**src/rtl/seq_alu.sv**
```systemverilog
// ---------------------------------------------------------------------------
// seq_alu : multi-cycle ALU with registered outputs and start/busy/done
//           handshake.
//
// Logic, add/sub/neg and shift/rotate ops finish on the accepting edge.
// Signed multiply (radix-2 shift-add) and signed restoring divide work on
// operand magnitudes for WIDTH iterations, then apply signs in one final
// cycle.
//
// Ports
//   clock      rising-edge clock
//   clear      asynchronous active-high reset
//   start      request, sampled only while busy = 0
//   opcode     operation select (5 bits)
//   a          operand A, shift/rotate source, dividend, multiplicand
//   b          operand B, divisor, multiplier
//   num        shift/rotate amount
//   busy       multi-cycle operation in progress
//   done       one-cycle completion pulse
//   result     low result / quotient / low product
//   result_hi  remainder / high product, 0 for all other ops
//   carry      carry out of add, NOT borrow of sub/neg
//   overflow   signed overflow of add/sub/neg
//   div_zero   last division had b = 0
// ---------------------------------------------------------------------------
module seq_alu #(
    parameter int WIDTH = 32,
    parameter int SHW   = $clog2(WIDTH)
) (
    input  logic             clock,
    input  logic             clear,
    input  logic             start,
    input  logic [4:0]       opcode,
    input  logic [WIDTH-1:0] a,
    input  logic [WIDTH-1:0] b,
    input  logic [WIDTH-1:0] num,
    output logic             busy,
    output logic             done,
    output logic [WIDTH-1:0] result,
    output logic [WIDTH-1:0] result_hi,
    output logic             carry,
    output logic             overflow,
    output logic             div_zero
);

    localparam logic [4:0] OP_AND = 5'd0;
    localparam logic [4:0] OP_OR  = 5'd1;
    localparam logic [4:0] OP_XOR = 5'd2;
    localparam logic [4:0] OP_NOT = 5'd3;
    localparam logic [4:0] OP_ADD = 5'd4;
    localparam logic [4:0] OP_SUB = 5'd5;
    localparam logic [4:0] OP_MUL = 5'd6;
    localparam logic [4:0] OP_DIV = 5'd7;
    localparam logic [4:0] OP_SHL = 5'd8;
    localparam logic [4:0] OP_SHR = 5'd9;
    localparam logic [4:0] OP_SRA = 5'd10;
    localparam logic [4:0] OP_ROL = 5'd11;
    localparam logic [4:0] OP_ROR = 5'd12;
    localparam logic [4:0] OP_NEG = 5'd13;

    typedef enum logic [1:0] {
        S_IDLE,
        S_RUN,
        S_FIX
    } state_t;

    // ------------------------------------------------------------------
    // State
    // ------------------------------------------------------------------
    state_t           state_q, state_d;
    logic [SHW-1:0]   cnt_q, cnt_d;
    logic             busy_q, busy_d;
    logic             done_q, done_d;
    logic [WIDTH-1:0] result_q, result_d;
    logic [WIDTH-1:0] result_hi_q, result_hi_d;
    logic             carry_q, carry_d;
    logic             overflow_q, overflow_d;
    logic             div_zero_q, div_zero_d;

    // Iterative datapath: acc holds the running high product / remainder,
    // quo holds the multiplier bits / dividend bits being turned into the
    // quotient, mag is the multiplicand or divisor magnitude.
    logic [WIDTH-1:0] acc_q, acc_d;
    logic [WIDTH-1:0] quo_q, quo_d;
    logic [WIDTH-1:0] mag_q, mag_d;
    logic [WIDTH-1:0] a_cap_q, a_cap_d;
    logic             is_div_q, is_div_d;
    logic             neg_lo_q, neg_lo_d;
    logic             neg_hi_q, neg_hi_d;
    logic             b_zero_q, b_zero_d;

    // ------------------------------------------------------------------
    // Single-cycle ALU (works directly on the inputs seen at the
    // accepting edge)
    // ------------------------------------------------------------------
    logic [SHW-1:0]     amt;
    logic               big_shift;
    logic [WIDTH:0]     add_w;
    logic [WIDTH:0]     sub_w;
    logic [WIDTH-1:0]   sub_x, sub_y;
    logic [2*WIDTH-1:0] rot_l, rot_r;
    logic [WIDTH-1:0]   alu_res;
    logic               alu_c, alu_v;

    assign amt = num[SHW-1:0];
    // WIDTH is a power of two, so num >= WIDTH exactly when any bit above
    // the amount field is set.
    assign big_shift = |num[WIDTH-1:SHW];

    // NOTE: every signal written in an always_comb gets a default at the
    // top of the block, so no path can leave it unassigned and infer a latch.
    always_comb begin
        alu_res = '0;
        alu_c   = 1'b0;
        alu_v   = 1'b0;

        add_w = {1'b0, a} + {1'b0, b};
        // neg is 0 - a, so it shares the subtractor with sub.
        sub_x = (opcode == OP_NEG) ? '0 : a;
        sub_y = (opcode == OP_NEG) ? a : b;
        sub_w = {1'b0, sub_x} + {1'b0, ~sub_y} + {{WIDTH{1'b0}}, 1'b1};

        // Rotates: shift a doubled copy and keep the wrapped-around half.
        rot_l = {a, a} << amt;
        rot_r = {a, a} >> amt;

        case (opcode)
            OP_AND: alu_res = a & b;
            OP_OR:  alu_res = a | b;
            OP_XOR: alu_res = a ^ b;
            OP_NOT: alu_res = ~a;
            OP_ADD: begin
                alu_res = add_w[WIDTH-1:0];
                alu_c   = add_w[WIDTH];
                alu_v   = (a[WIDTH-1] == b[WIDTH-1]) &&
                          (add_w[WIDTH-1] != a[WIDTH-1]);
            end
            OP_SUB, OP_NEG: begin
                alu_res = sub_w[WIDTH-1:0];
                alu_c   = sub_w[WIDTH];
                alu_v   = (sub_x[WIDTH-1] != sub_y[WIDTH-1]) &&
                          (sub_w[WIDTH-1] != sub_x[WIDTH-1]);
            end
            OP_SHL: alu_res = big_shift ? '0 : (a << amt);
            OP_SHR: alu_res = big_shift ? '0 : (a >> amt);
            OP_SRA: alu_res = big_shift ? {WIDTH{a[WIDTH-1]}}
                                        : WIDTH'($signed(a) >>> amt);
            OP_ROL: alu_res = rot_l[2*WIDTH-1:WIDTH];
            OP_ROR: alu_res = rot_r[WIDTH-1:0];
            default: begin
                alu_res = '0;
                alu_c   = 1'b0;
                alu_v   = 1'b0;
            end
        endcase
    end

    // ------------------------------------------------------------------
    // Iteration and sign-fix helpers
    // ------------------------------------------------------------------
    logic [WIDTH-1:0]   abs_a, abs_b;
    logic [WIDTH:0]     mul_sum;
    logic [WIDTH:0]     div_shift;
    logic [WIDTH:0]     div_diff;
    logic [2*WIDTH-1:0] prod, prod_fix;
    logic [WIDTH-1:0]   quo_fix, rem_fix;

    // |MIN| does not fit as a signed value but is exact as an unsigned one.
    assign abs_a = a[WIDTH-1] ? -a : a;
    assign abs_b = b[WIDTH-1] ? -b : b;

    // Shift-add step: add the multiplicand when the current multiplier bit
    // is set; the carry bit is shifted down into acc.
    assign mul_sum = {1'b0, acc_q} + (quo_q[0] ? {1'b0, mag_q} : '0);

    // Restoring step: bring the next dividend bit into the remainder and
    // try the subtraction; bit WIDTH of the difference is its sign.
    assign div_shift = {acc_q, quo_q[WIDTH-1]};
    assign div_diff  = div_shift - {1'b0, mag_q};

    assign prod     = {acc_q, quo_q};
    assign prod_fix = neg_lo_q ? -prod : prod;
    assign quo_fix  = neg_lo_q ? -quo_q : quo_q;
    assign rem_fix  = neg_hi_q ? -acc_q : acc_q;

    // ------------------------------------------------------------------
    // Next-state logic
    // ------------------------------------------------------------------
    always_comb begin
        state_d     = state_q;
        cnt_d       = cnt_q;
        busy_d      = busy_q;
        done_d      = 1'b0;
        result_d    = result_q;
        result_hi_d = result_hi_q;
        carry_d     = carry_q;
        overflow_d  = overflow_q;
        div_zero_d  = div_zero_q;
        acc_d       = acc_q;
        quo_d       = quo_q;
        mag_d       = mag_q;
        a_cap_d     = a_cap_q;
        is_div_d    = is_div_q;
        neg_lo_d    = neg_lo_q;
        neg_hi_d    = neg_hi_q;
        b_zero_d    = b_zero_q;

        case (state_q)
            S_IDLE: begin
                if (start) begin
                    if (opcode == OP_MUL || opcode == OP_DIV) begin
                        state_d  = S_RUN;
                        busy_d   = 1'b1;
                        cnt_d    = '0;
                        is_div_d = (opcode == OP_DIV);
                        acc_d    = '0;
                        mag_d    = (opcode == OP_DIV) ? abs_b : abs_a;
                        quo_d    = (opcode == OP_DIV) ? abs_a : abs_b;
                        a_cap_d  = a;
                        neg_lo_d = a[WIDTH-1] ^ b[WIDTH-1];
                        neg_hi_d = a[WIDTH-1];
                        b_zero_d = (b == '0);
                    end else begin
                        result_d    = alu_res;
                        result_hi_d = '0;
                        carry_d     = alu_c;
                        overflow_d  = alu_v;
                        div_zero_d  = 1'b0;
                        done_d      = 1'b1;
                    end
                end
            end

            S_RUN: begin
                if (is_div_q) begin
                    if (!div_diff[WIDTH]) begin
                        acc_d = div_diff[WIDTH-1:0];
                        quo_d = {quo_q[WIDTH-2:0], 1'b1};
                    end else begin
                        acc_d = div_shift[WIDTH-1:0];
                        quo_d = {quo_q[WIDTH-2:0], 1'b0};
                    end
                end else begin
                    acc_d = mul_sum[WIDTH:1];
                    quo_d = {mul_sum[0], quo_q[WIDTH-1:1]};
                end
                // WIDTH - 1 is all ones, so the counter wraps back to 0
                // on the last iteration.
                cnt_d = cnt_q + 1'b1;
                if (cnt_q == '1) begin
                    state_d = S_FIX;
                end
            end

            S_FIX: begin
                if (is_div_q && b_zero_q) begin
                    result_d    = '1;
                    result_hi_d = a_cap_q;
                end else if (is_div_q) begin
                    result_d    = quo_fix;
                    result_hi_d = rem_fix;
                end else begin
                    result_d    = prod_fix[WIDTH-1:0];
                    result_hi_d = prod_fix[2*WIDTH-1:WIDTH];
                end
                carry_d    = 1'b0;
                overflow_d = 1'b0;
                div_zero_d = is_div_q && b_zero_q;
                done_d     = 1'b1;
                busy_d     = 1'b0;
                state_d    = S_IDLE;
            end

            default: begin
                state_d = S_IDLE;
                busy_d  = 1'b0;
            end
        endcase
    end

    // ------------------------------------------------------------------
    // Registers
    // ------------------------------------------------------------------
    // NOTE: sequential state uses non-blocking assignments only, so every
    // flop samples the values from before the edge regardless of order.
    always_ff @(posedge clock or posedge clear) begin
        if (clear) begin
            state_q     <= S_IDLE;
            cnt_q       <= '0;
            busy_q      <= 1'b0;
            done_q      <= 1'b0;
            result_q    <= '0;
            result_hi_q <= '0;
            carry_q     <= 1'b0;
            overflow_q  <= 1'b0;
            div_zero_q  <= 1'b0;
            acc_q       <= '0;
            quo_q       <= '0;
            mag_q       <= '0;
            a_cap_q     <= '0;
            is_div_q    <= 1'b0;
            neg_lo_q    <= 1'b0;
            neg_hi_q    <= 1'b0;
            b_zero_q    <= 1'b0;
        end else begin
            state_q     <= state_d;
            cnt_q       <= cnt_d;
            busy_q      <= busy_d;
            done_q      <= done_d;
            result_q    <= result_d;
            result_hi_q <= result_hi_d;
            carry_q     <= carry_d;
            overflow_q  <= overflow_d;
            div_zero_q  <= div_zero_d;
            acc_q       <= acc_d;
            quo_q       <= quo_d;
            mag_q       <= mag_d;
            a_cap_q     <= a_cap_d;
            is_div_q    <= is_div_d;
            neg_lo_q    <= neg_lo_d;
            neg_hi_q    <= neg_hi_d;
            b_zero_q    <= b_zero_d;
        end
    end

    assign busy      = busy_q;
    assign done      = done_q;
    assign result    = result_q;
    assign result_hi = result_hi_q;
    assign carry     = carry_q;
    assign overflow  = overflow_q;
    assign div_zero  = div_zero_q;

endmodule

```
**config.mk**
```make
export PLATFORM = sky130hd
export DESIGN_NAME = seq_alu
export DESIGN_NICKNAME = d
export VERILOG_FILES = /design/src/rtl/seq_alu.sv
export SDC_FILE = /design/constraint.sdc
export NUM_CORES = 2
export LEC_CHECK = 0
export CAP_MARGIN = 20
export CELL_PAD_IN_SITES_DETAIL_PLACEMENT = 1
export CELL_PAD_IN_SITES_GLOBAL_PLACEMENT = 2
export CORE_MARGIN = 4
export CORE_UTILIZATION = 34
export CTS_BUF_LIST = sky130_fd_sc_hd__clkbuf_2 sky130_fd_sc_hd__clkbuf_4 sky130_fd_sc_hd__clkbuf_8
export CTS_CLUSTER_SIZE = 16
export DETAILED_ROUTE_END_ITERATION = 10
export PLACE_DENSITY = 0.76
export SYNTH_ARGS = -nofsm -noshare
export SYNTH_HDL_FRONTEND = slang
export SYNTH_SLANG_ARGS = --single-unit
```
**constraint.sdc**
```tcl
create_clock -name clock -period 7.2 [get_ports clock]
set_clock_uncertainty 0.2 [all_clocks]
set_input_delay 1.44 -clock clock [delete_from_list [all_inputs] [get_ports clock]]
set_output_delay 1.44 -clock clock [all_outputs]
set_load 0.02 [all_outputs]
```
==> impl_results.md <==
- Post-CTS Hold Fix Bufs: 0
- Syn avg cell area: about 7.7 sq um
- Die W: 291 microns
- Post-synth net total: ~3,800
- Area delta synth->final: 13.6%
- Die Y: around 300 microns
- Total global routing overflow: 0
- Synth unique cells: 100
- Setup crit start kind: input port
- Post-Syn Area: roughly 27,000 sq um
- Rows: slightly above 100
- Synth warn: 0
- CP Cell Sequence: clkdlybuf4s50_1 -> nand2b_1 -> nor2_4 -> nand2_2 -> o21ai_0 -> ha_1 -> inv_1 -> fa_1 -> a21oi_1 -> nor2_1 -> o31a_1 -> o311ai_0 -> a31oi_1 -> o2111ai_1 -> a21boi_0 -> o211ai_1 -> a211o_1
- Worst-Skew Late Latency: roughly 650 ps
- # DRC: 0
- RSZ-0062 raised after global routing: no
- Clock sinks: 207
- Fmax: approximately 0.16 GHz
- Post-DRT Antenna Nets: 0
- Clock buffer depth: 3
- Post-Place Cells: 4,611
- HPWL Detailed: between 100 and 150 mm
- Post-synth EDFFs: 0
- Clock root buffer: clkbuf_8
- DRT iter0 DRCs: 3,396
- Critical Path RT: roughly 7500 ps
- Register area share after synthesis: a little under a fifth
- Layout filler cell count: just under 10,000
- Setup TNS: 0 ps
- Largest fanout on the critical path: 9
- Actual slew at the worst max-slew pin: approximately 1200 ps
- Vias in the first global route: roughly 30,000
- Final WL: between 100 and 150 mm
- GRT Overall Usage: roughly 33%
- Fin crit share: around 88%
- TritonCTS Buffers: between 40 and 50
- Pwr Total: 0.00895 W
- Max VDD drop: about 120 uV
- Vias: approximately 30,000
- First-pass GRT wire length: about 210 mm
- #FFs+latches synth: between 200 and 250
- Port bufs: about 170
- Outcome: complete, no violations
- Num ports: between 150 and 200
- Critical path's largest stage delay: roughly 930 ps
- Vias per Instance: 6.45
- Hold_ws: around 280 ps
- CP endpoint kind: flop
- Initial Utilization: between 30 and 40%
- WP buf/inv: 2
- Largest net degree at the start of global routing: about 140
- TritonRoute pass-1 iters: 5
- Post-CTS setup buffers: 0
- Post-layout min period: ~6300 ps
- WP data arrival: ~6700 ps
- GPL Wtd Cong: between 1 and 1.5
- Worst hold path class: reg2reg
- Layout cells sized above 1: under 10%
- CTS tree: yes
- Max cap viols: 0
- Leak: 12.8 nW
- Relative slew slack: 17.1%
- Slew Viols, Final: 0
- WL/cell: approximately 31 microns
- Initial antenna violation count: 13
- Pwr Density: 288 nW/um^2
- Post-route cell area: 31,000 sq um
- Critical-path top delay cell: o311ai_0
- H-tree Lvls: 2
- Ys flop type: dfrtp_1
- Nets: around 4,000
- Post-Synthesis Cells: ~3,600
- Clk slew on worst S/H paths: roughly 70 ps
- Final non-filler cell total: about 4,700
- Crit Path Category: in2reg
- Final setup vio count: 0
- Final Hold Fails: 0
- Die ar.: approximately 85,000 sq um
- Placed Area: 30,100 sq um
- Core ar.: ~80,000 sq um
- Delay-heaviest family, CP: compound AO/OA/AOI/OAI gates
- Post-synth ARST share: 100%
- Gates resized, CTS repair: 0
[worst paths after layout]
path,from,to,slack (ps),depth (start not counted)
hold / removal,a_cap_q[3],a_cap_q[3],280,2
setup reg to reg,quo_q[0],acc_q[29],2080,13
setup / recovery,opcode[1],result[26],880,17
hold reg to reg,a_cap_q[3],a_cap_q[3],280,2
min in group asynchronous,clear,result_hi[12],1090,2
max in group asynchronous,clear,is_div_q,4270,3
[routing by layer]
layer | global-route usage, % | vias to the layer above | wire, microns
li1 | - | 13368 | -
met1 | 47.1 | 15230 | 65000
met2 | 48.1 | 1376 | 60700
met3 | 6.42 | 282 | 12900
met4 | 13.5 | 8 | 6960
met5 | 0 | - | 49
[power by group]
group / switching [W] / internal, W
clock network: 0.000639 / 0.000779
registers: 0.000589 / 0.00148
logic: 0.00335 / 0.00211
[cells in the mapped netlist (all sizes together) (22+ instances only)]
cell | n | area (sq um)
dfrtp | 207 | 5180
mux4 | 58 | 1310
xor2 | 62 | 543
or3 | 24 | 155
inv | 141 | 529
o21ai | 347 | 1740
mux2 | 57 | 642
a22oi | 41 | 308
buf | 62 | 318
nor3 | 71 | 367
o21a | 28 | 210
xnor2 | 154 | 1350
nand4 | 26 | 163
nor4 | 28 | 200
o31ai | 37 | 283
a21oi | 311 | 1560
a31oi | 39 | 244
nand2 | 325 | 1220
and3 | 28 | 175
a2111oi | 22 | 211
nand3 | 66 | 330
o211ai | 37 | 278
o22ai | 36 | 225
a21o | 53 | 398
a22o | 26 | 228
mux2i | 160 | 1600
nor2 | 311 | 1180
a211oi | 96 | 721
clkbuf | 219 | 822
ha | 167 | 2090
[stage by stage]
step                      setup WS [ps]  utilization (%)
after floorplan                    1480                -
after global placement              444             37.9
after detailed placement            364             37.9
after CTS                          1040             39.1
after global routing                615             39.1
final                               877             39.1
[registers in the layout, summed over array words and instances (netlist names), 2 cells and up]
name       flops
quo_q         32
result_hi     32
state_q        2
cnt_q          5
result        32
a_cap_q       32
acc_q         32
mag_q         32
[final cells by class]
| type | instances | area, sq um | area share, % |
|---|---|---|---|
| flip-flops and latches | 207 | 5180 | 16.7 |
| clock buffers | 65 | 832 | 2.68 |
| diodes | 6 | 15.0 | 0.0484 |
| multi-input cells | 2929 | 20500 | 66.0 |
| clock inverters | 10 | 96.3 | 0.311 |
| repair buffers | 284 | 2550 | 8.21 |
| inverters | 144 | 544 | 1.75 |
| well taps | 1050 | 1310 | 4.23 |
[placed cells by master (no fill, tap or decap), types with 23 or more instances in the layout]
master	n
a211oi_1	96
or3_1	23
o31ai_1	36
o211ai_1	37
nor2_1	305
xor2_1	62
clkdlybuf4s50_1	165
dfrtp_1	206
xnor2_1	154
inv_1	137
a31oi_1	39
nor3_1	69
o22ai_1	36
ha_1	167
a22oi_1	41
buf_4	111
nor4_1	24
nand3_1	66
and3_1	27
o21ai_0	325
a21o_1	53
nand4_1	26
a22o_1	26
o21a_1	28
nand2_1	321
mux2i_1	160
mux2_2	53
clkbuf_8	55
mux4_2	58
a21oi_1	310
[worst reg2reg max path, delay by kind of cell (launching register included)]
family          cells  cell delay, ps
compound gates      9            3180
fa+ha+maj           1             480
buf+inv             2             490
flops               1             470
simple gates        1             170
[kinds of logic after synthesis]
kind of cell | synth area share (%)
simple gates | 17.1
buf+inv | 6.15
compound gates | 29.9
mux | 13.0
flops | 19.0
fa+ha+maj | 7.95
xor+xnor | 6.93
No activity file was read; power rests on OpenSTA's default activity.
